$ cat src/rtl/cpu_ctrl_pkg.sv
// Shared encodings for the CPU pipeline control blocks: controller states,
// zero-mux select values and the bundle of stage-control outputs.
package cpu_ctrl_pkg;

  localparam int REG_ADDR_W_DEF = 3;

  typedef enum logic [1:0] {
    ST_RUN   = 2'd0,
    ST_FLUSH = 2'd1,
    ST_WAIT  = 2'd2
  } ctrl_state_e;

  localparam logic ZSEL_PASS   = 1'b0;
  localparam logic ZSEL_BUBBLE = 1'b1;

  typedef struct packed {
    logic pc_write;
    logic if_id_write;
    logic id_ex_write;
    logic ex_mem_write;
    logic if_id_zsel;
    logic id_ex_zsel;
  } ctrl_out_t;

endpackage

$ cat src/rtl/sat_counter.sv
// Saturating up-counter with synchronous clear (clear beats increment)
// and asynchronous active-low reset.
module sat_counter #(
  parameter int W = 8
) (
  input  logic         clk,
  input  logic         rst_n,
  input  logic         i_inc,
  input  logic         i_clr,
  output logic [W-1:0] o_count
);

  logic [W-1:0] r_count;

  // Count up to all-ones and hold there; never wraps.
  always_ff @(posedge clk or negedge rst_n) begin
    if (!rst_n) begin
      r_count <= '0;
    end else if (i_clr) begin
      r_count <= '0;
    end else if (i_inc && (r_count != {W{1'b1}})) begin
      r_count <= r_count + W'(1);
    end else begin
      r_count <= r_count;
    end
  end

  assign o_count = r_count;

endmodule

$ cat src/rtl/pipeline_bubble_ctrl.sv
// Pipeline hazard controller: load-use stall, taken-branch squash, memory-busy
// freeze, bubble counting and sticky memory timeout detection.
module pipeline_bubble_ctrl
  import cpu_ctrl_pkg::*;
#(
  parameter int REG_ADDR_W     = REG_ADDR_W_DEF,
  parameter int BRANCH_PENALTY = 2,
  parameter int MEM_TIMEOUT    = 255,
  parameter int CNT_W          = 16
) (
  input  logic                  clk,
  input  logic                  rst_n,
  input  logic [REG_ADDR_W-1:0] i_id_rs,
  input  logic [REG_ADDR_W-1:0] i_id_rt,
  input  logic                  i_id_uses_rt,
  input  logic                  i_ex_mem_read,
  input  logic [REG_ADDR_W-1:0] i_ex_rd,
  input  logic                  i_branch_taken,
  input  logic                  i_mem_busy,
  input  logic                  i_count_clear,
  output logic                  o_pc_write,
  output logic                  o_if_id_write,
  output logic                  o_id_ex_write,
  output logic                  o_ex_mem_write,
  output logic                  o_if_id_zero_sel,
  output logic                  o_id_ex_zero_sel,
  output logic [CNT_W-1:0]      o_bubble_count,
  output logic                  o_mem_timeout
);

  localparam logic [3:0] FLUSH_INIT = 4'(BRANCH_PENALTY - 1);
  localparam bit         HAS_FLUSH  = (BRANCH_PENALTY > 1);
  localparam logic [7:0] TO_LAST    = 8'(MEM_TIMEOUT - 1);

  ctrl_state_e r_state;
  ctrl_state_e r_ret_state;
  ctrl_state_e w_eff_state;
  logic [3:0]  r_flush_rem;
  logic        r_mem_timeout;
  logic        w_load_use;
  logic        w_bubble;
  logic [7:0]  w_wait_cnt;
  ctrl_out_t   w_out;

  assign w_load_use = i_ex_mem_read && (i_ex_rd != '0) &&
                      ((i_ex_rd == i_id_rs) || (i_id_uses_rt && (i_ex_rd == i_id_rt)));

  // The cycle memory frees up already behaves as the state WAIT interrupted.
  assign w_eff_state = (r_state == ST_WAIT) ? r_ret_state : r_state;

  // Stage enable / zero-mux decode from effective state and live inputs.
  always_comb begin
    w_out = '0;
    if (!rst_n) begin
      w_out.if_id_zsel = ZSEL_BUBBLE;
      w_out.id_ex_zsel = ZSEL_BUBBLE;
    end else if (i_mem_busy) begin
      w_out = '0;
    end else begin
      w_out.pc_write     = 1'b1;
      w_out.if_id_write  = 1'b1;
      w_out.id_ex_write  = 1'b1;
      w_out.ex_mem_write = 1'b1;
      case (w_eff_state)
        ST_FLUSH: begin
          w_out.if_id_zsel = ZSEL_BUBBLE;
          w_out.id_ex_zsel = ZSEL_PASS;
        end
        ST_RUN: begin
          if (i_branch_taken) begin
            w_out.if_id_zsel = ZSEL_BUBBLE;
            w_out.id_ex_zsel = ZSEL_BUBBLE;
          end else if (w_load_use) begin
            w_out.pc_write    = 1'b0;
            w_out.if_id_write = 1'b0;
            w_out.if_id_zsel  = ZSEL_PASS;
            w_out.id_ex_zsel  = ZSEL_BUBBLE;
          end else begin
            w_out.if_id_zsel = ZSEL_PASS;
            w_out.id_ex_zsel = ZSEL_PASS;
          end
        end
        default: w_out = '0;
      endcase
    end
  end

  // Controller state: WAIT remembers where to resume, FLUSH counts down squashes.
  always_ff @(posedge clk or negedge rst_n) begin
    if (!rst_n) begin
      r_state     <= ST_RUN;
      r_ret_state <= ST_RUN;
      r_flush_rem <= 4'd0;
    end else if (i_mem_busy) begin
      r_state     <= ST_WAIT;
      r_ret_state <= w_eff_state;
    end else begin
      case (w_eff_state)
        ST_FLUSH: begin
          if (r_flush_rem <= 4'd1) begin
            r_state     <= ST_RUN;
            r_flush_rem <= 4'd0;
          end else begin
            r_state     <= ST_FLUSH;
            r_flush_rem <= r_flush_rem - 4'd1;
          end
        end
        ST_RUN: begin
          if (i_branch_taken && HAS_FLUSH) begin
            r_state     <= ST_FLUSH;
            r_flush_rem <= FLUSH_INIT;
          end else begin
            r_state <= ST_RUN;
          end
        end
        default: r_state <= ST_RUN;
      endcase
    end
  end

  assign w_bubble = (w_out.if_id_zsel || w_out.id_ex_zsel) && !i_mem_busy;

  sat_counter #(.W(CNT_W)) u_bubble_cnt (
    .clk    (clk),
    .rst_n  (rst_n),
    .i_inc  (w_bubble),
    .i_clr  (i_count_clear),
    .o_count(o_bubble_count)
  );

  sat_counter #(.W(8)) u_wait_cnt (
    .clk    (clk),
    .rst_n  (rst_n),
    .i_inc  (i_mem_busy),
    .i_clr  (!i_mem_busy),
    .o_count(w_wait_cnt)
  );

  // Sticky timeout: sets on the busy cycle that brings the wait count to the limit.
  always_ff @(posedge clk or negedge rst_n) begin
    if (!rst_n) begin
      r_mem_timeout <= 1'b0;
    end else if (i_count_clear) begin
      r_mem_timeout <= 1'b0;
    end else if (i_mem_busy && (w_wait_cnt >= TO_LAST)) begin
      r_mem_timeout <= 1'b1;
    end else begin
      r_mem_timeout <= r_mem_timeout;
    end
  end

  assign o_pc_write       = w_out.pc_write;
  assign o_if_id_write    = w_out.if_id_write;
  assign o_id_ex_write    = w_out.id_ex_write;
  assign o_ex_mem_write   = w_out.ex_mem_write;
  assign o_if_id_zero_sel = w_out.if_id_zsel;
  assign o_id_ex_zero_sel = w_out.id_ex_zsel;
  assign o_mem_timeout    = r_mem_timeout;

endmodule

$ cat config.mk
export PLATFORM = sky130hd
export DESIGN_NAME = pipeline_bubble_ctrl
export DESIGN_NICKNAME = d
export VERILOG_FILES = /design/src/rtl/cpu_ctrl_pkg.sv /design/src/rtl/sat_counter.sv /design/src/rtl/pipeline_bubble_ctrl.sv
export SDC_FILE = /design/constraint.sdc
export NUM_CORES = 1
export LEC_CHECK = 0
export ABC_CLOCK_PERIOD_IN_PS = 3700
export BUFFER_PORTS_ARGS = -buffer_cell sky130_fd_sc_hd__clkbuf_2
export CORE_UTILIZATION = 59
export DETAILED_ROUTE_END_ITERATION = 7
export PLACE_DENSITY_LB_ADDON = 0.15
export SYNTH_ARGS = -nofsm -noshare
export SYNTH_HDL_FRONTEND = slang
export SYNTH_HIERARCHICAL = 1
export SYNTH_SLANG_ARGS = --single-unit
$ cat constraint.sdc
create_clock -name clk -period 3.7 [get_ports clk]
set_input_delay 0.185 -clock clk [delete_from_list [all_inputs] [get_ports clk]]
set_output_delay 0.185 -clock clk [all_outputs]
set_load 0.01 [all_outputs]
==> impl_results.md <==
- Run status: finished clean
- Yosys warnings: 6
- Combinational family with the most area after synthesis: simple AND/OR/NAND/NOR gates
- Tot Pwr: 0.833 mW
- Vias post-DR: 1812
- Most frequent cell after synthesis: dfrtp_1
- Clk_skew: 0.00979 ns
- Post-synthesis sequential area ratio: 40.8%
- Top_reg_cell synth: dfrtp_1
- Clock Sinks: 33
- WP data required: 3.97 ns
- Die W: 60.6 um
- First-pass GRT wire length: 6830 um
- Synth unique cells: 50
- CP endpoint kind: flip-flop
- Finished layout cell area: 0.00229 mm^2
- DP Wirelength: 2980 um
- Vias in the first global route: 1551
- Gpl congestion: 0.816
- Reg clk slew, reported paths: 0.11 ns
- Remaining Overflow, GRT: 0
- Critical path cell sequence: o21ai_0 -> nand2_1 -> a2111o_1 -> a21bo_2 -> inv_1 -> or4_2 -> a21oi_1
- Synth area leaders: dfrtp_1, a21oi_1, o31ai_1
- P_sw: 0.283 mW
- Minimum clock period: 2.69 ns
- Number of flops mapped to enable cells by yosys: 0
- Setup-failing EPs final: 0
- GRT met1 Usage: 34.9%
- Pwr/cell area: 364 mW/mm^2
- Slew Limit Fails: 0
- Most frequent cells after synthesis: dfrtp_1, a21oi_1, nand2_1, inv_1, o31ai_1
- Vias per std cell: 6.04
- Clock share of power: 23.9%
- Pleak: 1.03 nW
- Gr busiest metal: met2
- Fin crit share: 72.7%
- Max Fanout on Critical Path: 22
- Post-synth net total: 237
- Area delta synth->final: 13.0%
- Met3 Use GR: 6.18%
- Die H: 60.6 um
- Depth of the most critical reg-to-reg path: 7
- Post-synthesis async set-or-reset flop share: 100%
- Syn Inst Count: 217
- Logic gate share of total power: 25.5%
- Max incr delay on CP: 0.71 ns
- Post-CTS Resized: 0
- Post-synthesis mux area share: 4.88%
- Yosys reg bits: 33
- Antenna violations before repair: 0
- # rows: 20
- Synthesized-area fraction occupied by and/or/nand/nor cells: 27.3%
- Final WS setup: 1.01 ns
- # port buffers: 38
- Hold buffer count at CTS: 1
- Setup Buffers After CTS: 0
- Critical-path top delay cell: or4_2
- CTS buffer count: 5
- TritonCTS clock tree: done
- Final Routed Wirelength: 4250 um
- Unrepaired setup endpoints after global routing: false
- # IOs: 39
- Non-filler cells, final: 300
- Antenna Nets Post-Route: 0
- XOR/XNOR share of the synthesized area: 2.60%
- Final hold violation count: 0
- FMAX: 0.372 GHz
- DR iter-0 viols: 111
- Syn_area_per_cell: 9.33 um^2
- WL/cell: 14.2 um
- Adder-cell share of the synthesized area: 2.47%
- Hold Path Class: in -> reg
- Switching Fraction: 33.9%
- Clock root cell: clkbuf_4
- Slew margin rel.: 42.5%
- Worst vdd ir: 279 uV
- Share of cells above drive strength 1: 24.6%
- Netlist Area Pre-Place: 0.00202 mm^2
- WP data arrival: 2.96 ns
- Placed cell area: 0.00223 mm^2
- Sequential Power Share: 50.6%
- Cells on Worst Hold Path: 1
- Synth Area in Compound Gates: 17.5%
- Worst-margin pin slew: 0.857 ns
- Largest net degree at the start of global routing: 36
- MaxCap Viol Count: 0
- H-tree levels: 2
- Fillcell total: 261
- Cells after DPL: 291
- CP Launch Type: flip-flop
- N_diodes: 0
- CTS max path bufs: 2
- Met2 Usage GRT: 38.1%
- Die area: 0.00367 mm^2
- Final-stage net count: 275
- Power Internal: 0.551 mW
- Initial Utilization: 64.2%
- Worst-Skew Late Latency: 0.34 ns
- Core area: 0.00315 mm^2
- CP Class: reg -> reg
- First-pass iteration count of the detailed router: 5
- Post-synthesis cell type with the largest combined area: dfrtp_1
- Tot GR Track Use: 24.8%
- DRC Markers: 0
- Setup TNS: 0 ns
- Top-area cell type share of the netlist area: 40.8%
- Dpl ws: 1.04 ns
[power groups by stage]
stage                     logic (mW)  clock network (mW)  registers (mW)
after global routing           0.242               0.218           0.428
after CTS                      0.213               0.205           0.422
after detailed placement       0.211                   0           0.429
final                          0.213               0.199           0.422
after floorplan                0.157                   0           0.422
after global placement         0.211                   0           0.427
[area by class of cell]
cell class,instances,area (um^2),area share (%)
Tap cell,44,55.1,2.41
Clock inverter,2,10.0,0.437
Multi-Input combinational cell,164,1110,48.4
Sequential cell,33,826,36.1
Timing Repair Buffer,40,208,9.08
Clock buffer,6,41.3,1.80
Inverter,11,41.3,1.80
[path summary, 6_finish.rpt]
| check | endpoint | start | slack, ns |
|---|---|---|---|
| worst max-delay path | u_bubble_cnt/o_count[3] | r_ret_state[0] | 1.01 |
| worst min-delay path | r_state[1] | i_mem_busy | 0.17 |
| worst max register to register | u_bubble_cnt/o_count[3] | r_ret_state[0] | 1.01 |
| worst min register to register | r_flush_rem[2] | r_flush_rem[2] | 0.51 |
| max in group asynchronous | u_wait_cnt/o_count[5] | rst_n | 2.97 |
| min in group asynchronous | r_flush_rem[2] | rst_n | 0.42 |
[registers in the layout, summed over array words and instances, names as in the netlist]
register,cells
o_mem_timeout,1
r_flush_rem,4
r_ret_state,2
r_state,2
u_bubble_cnt/o_count,16
u_wait_cnt/o_count,8
[cells by family (layout without fill, tap and decap cells)]
family | count (synthesis) | in the layout
AO/OA/AOI/OAI | 54 | 54
XOR/XNOR | 6 | 6
adder cells (fa/ha/maj) | 4 | 4
buffers and inverters | 20 | 59
flip-flops | 33 | 33
multiplexers | 9 | 9
AND/OR/NAND/NOR | 91 | 91
[layer usage]
metal | vias to the layer above | share of wire (%)
met5 | - | 0
met4 | 0 | 1.6
met3 | 9 | 4.2
met2 | 46 | 47
met1 | 867 | 47
li1 | 890 | -
[worst max-delay path, delay by kind of cell (launching register included)]
| kind | cells | cell delay (ns) |
|---|---|---|
| buffers and inverters | 1 | 0.24 |
| and+or+nand+nor | 2 | 0.92 |
| DFF | 1 | 0.42 |
| AOI/OAI and AO/OA | 4 | 1.05 |
[stage by stage]
stage	util (%)	hold WS [ns]
after floorplan	-	-0.111
after global placement	70.6	0.272
after detailed placement	70.6	0.279
after CTS	72.6	0.153
after global routing	72.6	0.173
final	72.6	0.175
[cells in the final DEF (no fill, tap or decap), types with 2 or more instances in the layout]
cell / count
a21oi_1: 19
and3_1: 4
and4_2: 3
clkbuf_2: 38
clkbuf_4: 5
clkinv_2: 2
dfrtp_1: 33
ha_1: 4
inv_1: 11
mux2_1: 4
mux2_2: 3
mux2i_1: 2
nand2_1: 15
nand2b_1: 5
nand3_1: 6
nand4_1: 10
nor2_1: 10
nor2b_1: 7
nor3_1: 7
nor4_1: 5
o21ai_0: 8
o21ai_1: 3
o31ai_1: 11
or3_1: 3
or4_1: 5
or4_2: 2
xnor2_1: 6
Note: power is estimated with default switching activity, not from simulation.
